`src/rtl/wb_pkg.sv`:
```
// Shared definitions for the write-back stage: EX_WB bundle field positions
// and the store-drain state encoding.
package wb_pkg;

  localparam int EXWB_W   = 71;
  localparam int REGW_BIT = 70;
  localparam int MEMW_BIT = 69;
  localparam int RD_HI    = 68;
  localparam int RD_LO    = 64;
  localparam int RES_HI   = 63;
  localparam int RES_LO   = 32;
  localparam int SD_HI    = 31;
  localparam int SD_LO    = 0;

  typedef enum logic {
    IDLE = 1'b0,
    REQ  = 1'b1
  } wb_state_t;

endpackage

```
`src/rtl/write_back_stage_if.sv`:
```
// Bundle input, register-file write port, data-memory store port and
// retire counter of the write-back stage.
interface write_back_stage_if #(
  parameter int DATA_W = 32,
  parameter int REG_AW = 5
) ();
  import wb_pkg::*;

  logic [EXWB_W-1:0] EX_WB;
  logic              stall;
  logic              wb_we;
  logic [REG_AW-1:0] wb_rd;
  logic [DATA_W-1:0] wb_data;
  logic              mem_req;
  logic [DATA_W-1:0] mem_addr;
  logic [DATA_W-1:0] mem_wdata;
  logic              mem_ack;
  logic [15:0]       retire_cnt;

  modport master (
    output EX_WB, mem_ack,
    input  stall, wb_we, wb_rd, wb_data, mem_req, mem_addr, mem_wdata, retire_cnt
  );

  modport slave (
    input  EX_WB, mem_ack,
    output stall, wb_we, wb_rd, wb_data, mem_req, mem_addr, mem_wdata, retire_cnt
  );
endinterface

```
`src/rtl/write_back_stage_store_buffer.sv`:
```
// Circular FIFO holding pending {addr, data} stores; pushes when full and
// pops when empty are ignored.
module store_buffer #(
  parameter int DEPTH = 4,
  parameter int WIDTH = 64
) (
  input  logic                     clock,
  input  logic                     reset,
  input  logic                     push,
  input  logic [WIDTH-1:0]         push_data,
  input  logic                     pop,
  output logic [WIDTH-1:0]         head,
  output logic [$clog2(DEPTH):0]   count,
  output logic                     full,
  output logic                     empty
);
  localparam int AW = $clog2(DEPTH);
  localparam logic [AW:0] FULL_CNT = (AW+1)'(DEPTH);

  logic [WIDTH-1:0] mem_r [DEPTH];
  logic [AW-1:0]    wr_ptr_r;
  logic [AW-1:0]    rd_ptr_r;
  logic [AW:0]      count_r;
  logic             do_push_s;
  logic             do_pop_s;

  assign full      = (count_r == FULL_CNT);
  assign empty     = (count_r == {(AW+1){1'b0}});
  assign do_push_s = push & ~full;
  assign do_pop_s  = pop & ~empty;
  assign head      = mem_r[rd_ptr_r];
  assign count     = count_r;

  // Storage, pointers (wrap naturally at power-of-2 depth) and occupancy.
  always_ff @(posedge clock or posedge reset) begin
    if (reset) begin
      wr_ptr_r <= {AW{1'b0}};
      rd_ptr_r <= {AW{1'b0}};
      count_r  <= {(AW+1){1'b0}};
      for (int i = 0; i < DEPTH; i++) mem_r[i] <= {WIDTH{1'b0}};
    end else begin
      if (do_push_s) begin
        mem_r[wr_ptr_r] <= push_data;
        wr_ptr_r        <= wr_ptr_r + AW'(1);
      end
      if (do_pop_s) rd_ptr_r <= rd_ptr_r + AW'(1);
      case ({do_push_s, do_pop_s})
        2'b10:   count_r <= count_r + (AW+1)'(1);
        2'b01:   count_r <= count_r - (AW+1)'(1);
        default: count_r <= count_r;
      endcase
    end
  end
endmodule

```
`src/rtl/write_back_stage.sv`:
```
// Final pipeline stage: register-file write-back, store buffering with a
// req/ack drain to data memory, back-pressure and retire counting.
module write_back_stage
  import wb_pkg::*;
#(
  parameter int SB_DEPTH = 4,
  parameter int DATA_W   = 32,
  parameter int REG_AW   = 5
) (
  input logic              clock,
  input logic              reset,
  write_back_stage_if.slave bus
);
  localparam int CW = $clog2(SB_DEPTH) + 1;

  logic              regw_s, memw_s, accept_s, push_s, pop_s, load_s;
  logic [REG_AW-1:0] rd_s;
  logic [DATA_W-1:0] res_s, sd_s;
  logic [2*DATA_W-1:0] head_s;
  logic [CW-1:0]     sb_count_s;
  logic              full_s, empty_s;
  wb_state_t         state_r, next_state_s;

  logic              wb_we_r;
  logic [REG_AW-1:0] wb_rd_r;
  logic [DATA_W-1:0] wb_data_r;
  logic [DATA_W-1:0] mem_addr_r, mem_wdata_r;
  logic [15:0]       retire_r;

  assign regw_s   = bus.EX_WB[REGW_BIT];
  assign memw_s   = bus.EX_WB[MEMW_BIT];
  assign rd_s     = bus.EX_WB[RD_HI:RD_LO];
  assign res_s    = bus.EX_WB[RES_HI:RES_LO];
  assign sd_s     = bus.EX_WB[SD_HI:SD_LO];
  // A full buffer rejects the whole bundle, not just its store half.
  assign accept_s = ~full_s;
  assign push_s   = accept_s & memw_s;

  store_buffer #(.DEPTH(SB_DEPTH), .WIDTH(2*DATA_W)) u_sb (
    .clock     (clock),
    .reset     (reset),
    .push      (push_s),
    .push_data ({res_s, sd_s}),
    .pop       (pop_s),
    .head      (head_s),
    .count     (sb_count_s),
    .full      (full_s),
    .empty     (empty_s)
  );

  // Drain FSM next-state: latch head on entry to REQ, pop on ack.
  always_comb begin
    next_state_s = state_r;
    pop_s        = 1'b0;
    load_s       = 1'b0;
    case (state_r)
      IDLE: begin
        if (!empty_s) begin
          next_state_s = REQ;
          load_s       = 1'b1;
        end else begin
          next_state_s = IDLE;
        end
      end
      REQ: begin
        if (bus.mem_ack) begin
          next_state_s = IDLE;
          pop_s        = 1'b1;
        end else begin
          next_state_s = REQ;
        end
      end
      default: next_state_s = IDLE;
    endcase
  end

  // Drain FSM state register.
  always_ff @(posedge clock or posedge reset) begin
    if (reset) state_r <= IDLE;
    else       state_r <= next_state_s;
  end

  // Store-port address/data, held stable for the whole request.
  always_ff @(posedge clock or posedge reset) begin
    if (reset) begin
      mem_addr_r  <= {DATA_W{1'b0}};
      mem_wdata_r <= {DATA_W{1'b0}};
    end else if (load_s) begin
      mem_addr_r  <= head_s[2*DATA_W-1:DATA_W];
      mem_wdata_r <= head_s[DATA_W-1:0];
    end
  end

  // Register-file write port and retire counter.
  always_ff @(posedge clock or posedge reset) begin
    if (reset) begin
      wb_we_r   <= 1'b0;
      wb_rd_r   <= {REG_AW{1'b0}};
      wb_data_r <= {DATA_W{1'b0}};
      retire_r  <= 16'd0;
    end else begin
      wb_we_r <= accept_s & regw_s & (rd_s != {REG_AW{1'b0}});
      if (accept_s && regw_s) begin
        wb_rd_r   <= rd_s;
        wb_data_r <= res_s;
      end
      if (accept_s && (regw_s || memw_s)) retire_r <= retire_r + 16'd1;
    end
  end

  assign bus.stall      = full_s;
  assign bus.wb_we      = wb_we_r;
  assign bus.wb_rd      = wb_rd_r;
  assign bus.wb_data    = wb_data_r;
  assign bus.mem_req    = (state_r == REQ);
  assign bus.mem_addr   = mem_addr_r;
  assign bus.mem_wdata  = mem_wdata_r;
  assign bus.retire_cnt = retire_r;
endmodule

```
`src/flat_wrapper.sv`:
```
// flat-port wrapper written by rule: the top's interface ports become plain ports
module write_back_stage_flat import wb_pkg::*;
#(
  parameter int SB_DEPTH = 4,
  parameter int DATA_W   = 32,
  parameter int REG_AW   = 5
)
  (clock, reset, bus_EX_WB, bus_mem_ack, bus_stall, bus_wb_we, bus_wb_rd, bus_wb_data, bus_mem_req, bus_mem_addr, bus_mem_wdata, bus_retire_cnt);
  write_back_stage_if #(.DATA_W(DATA_W), .REG_AW(REG_AW)) bus_i ();
  input logic clock;
  input logic reset;
  input wire logic [$bits(bus_i.EX_WB)-1:0] bus_EX_WB;
  input wire logic [$bits(bus_i.mem_ack)-1:0] bus_mem_ack;
  output wire logic [$bits(bus_i.stall)-1:0] bus_stall;
  output wire logic [$bits(bus_i.wb_we)-1:0] bus_wb_we;
  output wire logic [$bits(bus_i.wb_rd)-1:0] bus_wb_rd;
  output wire logic [$bits(bus_i.wb_data)-1:0] bus_wb_data;
  output wire logic [$bits(bus_i.mem_req)-1:0] bus_mem_req;
  output wire logic [$bits(bus_i.mem_addr)-1:0] bus_mem_addr;
  output wire logic [$bits(bus_i.mem_wdata)-1:0] bus_mem_wdata;
  output wire logic [$bits(bus_i.retire_cnt)-1:0] bus_retire_cnt;
  assign bus_i.EX_WB = bus_EX_WB;
  assign bus_i.mem_ack = bus_mem_ack;
  assign bus_stall = bus_i.stall;
  assign bus_wb_we = bus_i.wb_we;
  assign bus_wb_rd = bus_i.wb_rd;
  assign bus_wb_data = bus_i.wb_data;
  assign bus_mem_req = bus_i.mem_req;
  assign bus_mem_addr = bus_i.mem_addr;
  assign bus_mem_wdata = bus_i.mem_wdata;
  assign bus_retire_cnt = bus_i.retire_cnt;
  write_back_stage #(.SB_DEPTH(SB_DEPTH), .DATA_W(DATA_W), .REG_AW(REG_AW)) u_core (.clock(clock), .reset(reset), .bus(bus_i));
endmodule
```
`config.mk`:
```
export PLATFORM = sky130hd
export DESIGN_NAME = write_back_stage_flat
export DESIGN_NICKNAME = d
export VERILOG_FILES = /design/src/rtl/wb_pkg.sv /design/src/rtl/write_back_stage_if.sv /design/src/rtl/write_back_stage_store_buffer.sv /design/src/rtl/write_back_stage.sv /design/src/flat_wrapper.sv
export SDC_FILE = /design/constraint.sdc
export NUM_CORES = 1
export LEC_CHECK = 0
export BUFFER_PORTS_ARGS = -buffer_cell sky130_fd_sc_hd__buf_4
export CAP_MARGIN = 10
export CORE_MARGIN = 2
export CORE_UTILIZATION = 31
export DETAILED_ROUTE_END_ITERATION = 8
export HOLD_SLACK_MARGIN = 0.15
export PLACE_DENSITY = 0.56
export SYNTH_ARGS = -nofsm -noshare
export SYNTH_HDL_FRONTEND = slang
export SYNTH_SLANG_ARGS = --single-unit
```
`constraint.sdc`:
```
create_clock -name clock -period 20.9 [get_ports clock]
set_clock_uncertainty 0.1 [all_clocks]
set_input_delay 2.09 -clock clock [delete_from_list [all_inputs] [get_ports clock]]
set_output_delay 2.09 -clock clock [all_outputs]
set_load 0.005 [all_outputs]
```
==> Word level (Yosys, flattened, before mapping) <==
Index checks and enable logic that the tools add are counted.
{ "classes": {"addsub": 5, "mul": 0, "div": 0, "order_cmp": 3, "n_eq_ne": 3, "shift": 0, "n_mux": 13, "n_bitwise": 10, "n_reduce_logical": 7} }
{ "ops": {"columns": ["operator", "n"], "rows": [
  ["$bwmux W256", 1],
  ["$mux W64", 3],
  ["$bmux W64 S2", 1],
  ["$demux W64 S2", 1],
  ["$add A16 B1 Y16 const B", 1],
  ["$ge A3 B3 Y1 const B", 2],
  ["$not A2 Y3", 2],
  ["$pmux W3 S2", 1],
  ["$and A1 B1 Y1", 5],
  ["$mux W1", 5],
  ["$reduce_bool A5 Y1", 1],
  ["$add A2 B1 Y2 const B", 2],
  ["$add A3 B1 Y3 const B", 1],
  ["$eq A3 B3 Y1 const B", 1],
  ["$logic_and A1 B1 Y1", 3],
  ["$logic_not A3 Y1", 1],
  ["$lt A3 B1 Y1 const B", 1],
  ["$not A1 Y1", 3],
  ["$sub A3 B1 Y3 const B", 1],
  ["$eq A2 B1 Y1 const B", 1],
  ["$eq A2 B2 Y1 const B", 1],
  ["$pmux W1 S2", 1],
  ["$reduce_bool A2 Y1", 1],
  ["$logic_or A1 B1 Y1", 1]
]} }
{ "totals": {"register_bits": 382, "latchBits": 0, "ramBits": 0, "romBits": 0, "inputBits": 74, "out_inout_bits": 120, "elab_cells": 55, "memories": 0} }

==> Depth between registers and ports, before layout <==
{ "logic_depth": {"word_depth": 6, "mapped_depth": 10, "ltp_nobuf": 9} }

==> Cells and area by module <==
From an unflattened synthesis, not the netlist that was laid out.
{ "hier_totals": {"hier_cells": 941, "hier_area_um2": 16096.7} }
{ "by_module_without_submodules": {"columns": ["module", "instances", "cells_per_inst", "area_per_inst_um2", "seq_area_each_um2"], "rows": [
  ["store_buffer", 1, 655, 11551.1, 6581.3],
  ["write_back_stage", 1, 286, 4545.6, 2977.9]
]} }

==> Worst setup path before layout <==
Ideal clock, no wire load.
{ "synth_path": {"path_type": "in2reg", "start": "input port bus_EX_WB[70]", "end": "register u_core.retire_r[15] (netlist: u_core.bus.retire_cnt[15])", "setup_time_ns": 0.123, "t_arrival_ns": 3.452, "required_ns": 20.677, "slack_ns": 17.224, "path_stages": 5, "path_buffers": 1, "cell_sequence": "o211ai_4 or4b_4 buf_6 or4_4 xnor2_2"} }
{ "synth_via": {"elab_chain_cells": 2} }
{ "synth_lines": {"columns": ["item", "line_no", "source"], "rows": [
  ["start: declaration", "flat_wrapper.sv:12", "input wire logic [$bits(bus_i.EX_WB)-1:0] bus_EX_WB;"],
  ["$logic_or A1 B1 Y1", "write_back_stage.sv:107", "if (accept_s && (regw_s || memw_s)) retire_r <= retire_r + 16'd1;"],
  ["$logic_and A1 B1 Y1", "write_back_stage.sv:107", null],
  ["end signal: assignment", "write_back_stage.sv:107", null],
  ["end: declaration", "write_back_stage.sv:28", "logic [15:0] retire_r;"]
]} }
Every way passes these cells.
A chain may end at the register's enable or synchronous reset.

==> Final worst setup path <==
{ "layout_path": {"start": "register u_core.u_sb.count_r[0] (netlist: u_core.u_sb.count[0])", "end": "output port bus_stall"} }
{ "layout_via": {"elab_chain_cells": 1} }
{ "layout_lines": {"columns": ["item", "line_no", "source"], "rows": [
  ["start: declaration", "write_back_stage_store_buffer.sv:23", "logic [AW:0] count_r;"],
  ["start signal: assignment", "write_back_stage_store_buffer.sv:39", "count_r <= {(AW+1){1'b0}};"],
  ["start signal: assignment", "write_back_stage_store_buffer.sv:48", "2'b10: count_r <= count_r + (AW+1)'(1);"],
  ["start signal: assignment", "write_back_stage_store_buffer.sv:49", "2'b01: count_r <= count_r - (AW+1)'(1);"],
  ["$eq A3 B3 Y1", "write_back_stage_store_buffer.sv:27", "assign full = (count_r == FULL_CNT);"],
  ["end: declaration", "flat_wrapper.sv:14", "output wire logic [$bits(bus_i.stall)-1:0] bus_stall;"]
]} }
Every way passes these cells.

==> impl_results.rst <==
.. list-table::
   :header-rows: 1

   * - Metric
     - Value
   * - Fillers
     - 4764
   * - DR vias
     - 8666
   * - Count of distinct cell types in the synthesized netlist
     - 32
   * - Final routed wire length divided by cell count
     - 19.2 um
   * - Top-area cell type share of the netlist area
     - 60.2%
   * - Final hold vios
     - 0
   * - Sink Count
     - 382
   * - Maximum number of buffers from clock root to sink
     - 3
   * - Switching component of the power
     - 905 uW
   * - Global-route wire length before repair
     - 56.4 mm
   * - Pleak
     - 8.49 nW
   * - Buffers and inverters on the worst path
     - 2
   * - Maximum number of pins on one net before global-route repair
     - 170
   * - Layout cells sized above 1
     - 60.6%
   * - Number of warnings issued by yosys
     - 0
   * - Net count reported at finish
     - 1220
   * - Relative slew slack
     - 31.3%
   * - Commonest cells after routing, fill and taps aside
     - dfrtp_1 (380), mux2_2 (358), buf_4 (203)
   * - CP max stage delay
     - 0.43 ns
   * - Starting Density
     - 31.5%
   * - Antenna diodes
     - 0
   * - Nature of the critical path endpoint
     - output pin
   * - Register clock-pin slew on the reported worst setup and hold paths
     - 0.06 ns
   * - Total negative slack
     - 0 ns
   * - Unrepaired setup endpoints after global routing
     - false
   * - Relative contribution of the clock network to total power
     - 24.1%
   * - Area inside the core boundary
     - 50400 um2
   * - Number of DRC markers after the initial detailed-route iteration
     - 330
   * - Max Slew Vio Count
     - 0
   * - Wirelength, routed
     - 35.5 mm
   * - Via count of the first global-routing pass
     - 9431
   * - Cell family with the largest share of critical-path delay
     - simple AND/OR/NAND/NOR gates
   * - Total Power
     - 3.17 mW
   * - Number of remaining DRC errors
     - 0
   * - Reg power frac
     - 41.7%
   * - Final setup violation count
     - 0
   * - Height of the die
     - 230 um
   * - Syn avg cell area
     - 16.9 um2
   * - Biggest fanout along the worst timing path
     - 5
   * - Synthesis-to-finish area growth
     - 22.9%
   * - Int Pwr
     - 2.26 mW
   * - Detail Route Antenna Nets
     - 0
   * - Worst slack at placement
     - 16.59 ns
   * - Number of clock buffers inserted by TritonCTS
     - 45
   * - Top Usage Layer GRT
     - met2
   * - Gate count after technology mapping
     - 938
   * - Sequential element share of the synthesized area
     - 60.2%
   * - Data required time of the worst path
     - 18.71 ns
   * - H-tree lvl count
     - 2
   * - Top cells by area, synth
     - dfrtp_1 (60%), mux2_2 (25%), mux4_2 (9.1%)
   * - Total of buffers placed on input and output ports
     - 193
   * - Post-DR vias/cell
     - 4.70
   * - Max-cap violation count
     - 0
   * - Leading cell type in the layout, fill and taps excluded
     - dfrtp_1
   * - Power density over cell area
     - 162 nW/um2
   * - Cell row count
     - 82
   * - Number of antenna violations at the first check in global routing
     - 0
   * - Post-Route Hold Slack
     - 0.399 ns
   * - Hold WC Path Type
     - reg -> reg
   * - Ordered cell list for the critical path
     - or3b_4, inv_4, buf_4
   * - Total standard cell area after synthesis
     - 15900 um2
   * - Number of placed I/O pins
     - 194
   * - Hold buffer count at cts
     - 0
   * - Sw Ratio
     - 28.6%
   * - Stages on the worst setup path
     - 3
   * - Crit Path Class
     - reg -> out
   * - Final setup slack of the worst path
     - 17.10 ns
   * - Slowest library cell on the worst path
     - or3b_4
   * - Worst-skew pair later-pin latency
     - 0.57 ns
   * - Arrival time at the worst endpoint
     - 1.61 ns
   * - Largest vdd supply drop
     - 67.4 uV
   * - Worst Reg-to-Reg Cells
     - 5
   * - Final instance count without filler cells
     - 1843
   * - Number of placed cells counting well taps
     - 1764
   * - GR Layer Usage met1
     - 18.0%
   * - Area leader, netlist
     - dfrtp_1
   * - Net Count, Synth
     - 1019
   * - Total global routing track utilization
     - 13.7%
   * - Part of the power in combinational logic
     - 34.2%
   * - CTS resizes
     - 0
   * - Flops & latches, synth
     - 382
   * - Number of cells on the worst hold path
     - 1
   * - Min cycle time layout
     - 3.80 ns
   * - Cell at the root of the clock tree
     - clkbuf_16
   * - X dimension of the die
     - 230 um
   * - Die area
     - 53000 um2
   * - Total gr overflow
     - 0
   * - Number of setup buffers added after CTS
     - 0
   * - Startpoint type of the worst setup path
     - flip-flop
   * - Max Clk Rate
     - 0.263 GHz
   * - Actual transition at the worst max-transition pin
     - 1.03 ns
   * - CTS tree
     - built
   * - RePlAce Congestion
     - 0.697
   * - Detailed-placement wirelength estimate
     - 21.2 mm
   * - Number of iterations in the first detailed-routing pass
     - 4
   * - GR met3 Demand/Resource
     - 3.15%
   * - Part of the cycle the worst path needs
     - 18.2%
   * - Met2 Use GR
     - 22.6%
   * - Outcome
     - finished, final reports clean
power groups by stage:
stage / sequential [mW] / clock, mW / combinational, mW
after floorplan: 1.25 / 0 / 0.808
after global placement: 1.32 / 0 / 1.09
after detailed placement: 1.34 / 0 / 1.11
after CTS: 1.33 / 0.795 / 1.12
after global routing: 1.37 / 0.822 / 1.18
final: 1.32 / 0.763 / 1.08
sequential cells by signal (all words and copies together), names as in the netlist:
register               count
u_core.bus.mem_addr       32
u_core.bus.mem_req         1
u_core.bus.mem_wdata      32
u_core.bus.retire_cnt     16
u_core.bus.wb_data        32
u_core.bus.wb_rd           5
u_core.bus.wb_we           1
u_core.u_sb.count          3
u_core.u_sb.mem_r        256
u_core.u_sb.rd_ptr_r       2
u_core.u_sb.wr_ptr_r       2
per-layer routing:
metal  vias up  part of all wire [%]
met5         -                     0
met4         0                   1.8
met3        44                   4.7
met2       157                    49
met1      4611                    45
li1       3854                     -
worst paths after layout:
path                                       endpoint  slack (ns)                    from
setup / recovery                          bus_stall       17.10    u_core.u_sb.count[0]
hold / removal               u_core.u_sb.mem_r[203]        0.40  u_core.u_sb.mem_r[203]
setup reg to reg             u_core.u_sb.mem_r[152]       18.00    u_core.u_sb.count[0]
hold reg to reg              u_core.u_sb.mem_r[203]        0.40  u_core.u_sb.mem_r[203]
max in group asynchronous       u_core.bus.wb_rd[1]       17.44                   reset
min in group asynchronous  u_core.bus.retire_cnt[5]        1.61                   reset
Yosys cell counts:
cell	n
nor3_1	3
o21ai_0	1
nor4b_1	1
and3_1	1
dfrtp_1	382
buf_2	31
nand4_1	4
or4_4	1
o211ai_4	1
nand2_1	11
mux2i_1	2
nand3_1	1
a21oi_1	1
nand2_2	4
xnor2_1	10
and4bb_2	1
mux4_2	64
inv_1	8
or3b_4	1
inv_4	1
mux2_2	358
buf_1	3
buf_6	1
fa_1	1
or4b_4	1
o21a_1	1
ha_1	6
clkbuf_1	15
nor2_1	11
xnor2_2	1
xor2_1	10
and2_2	1
per-stage QoR:
step	instance area [um2]	util [%]
finish	19500	38.7
global placement	18100	35.9
detailed placement	18100	35.9
floorplan	15900	-
global route	19500	38.7
CTS	19500	38.7
cell families after synthesis:
kind of cell | share of synthesized area (%)
XOR/XNOR | 1.21
buffers and inverters | 1.70
AO/OA/AOI/OAI | 0.244
flip-flops | 60.2
multiplexers | 34.6
AND/OR/NAND/NOR | 1.41
adder cells (fa/ha/maj) | 0.599
area by class of cell:
class | count | area, um2 | share of cell area [%]
Inverter | 9 | 43.8 | 0.224
Sequential cell | 382 | 9570 | 49.0
Clock buffer | 67 | 1310 | 6.71
Clock inverter | 12 | 134 | 0.686
Multi-Input combinational cell | 497 | 6070 | 31.1
Tap cell | 672 | 841 | 4.31
Timing Repair Buffer | 204 | 1540 | 7.91
(Power assumes the default switching activity.)
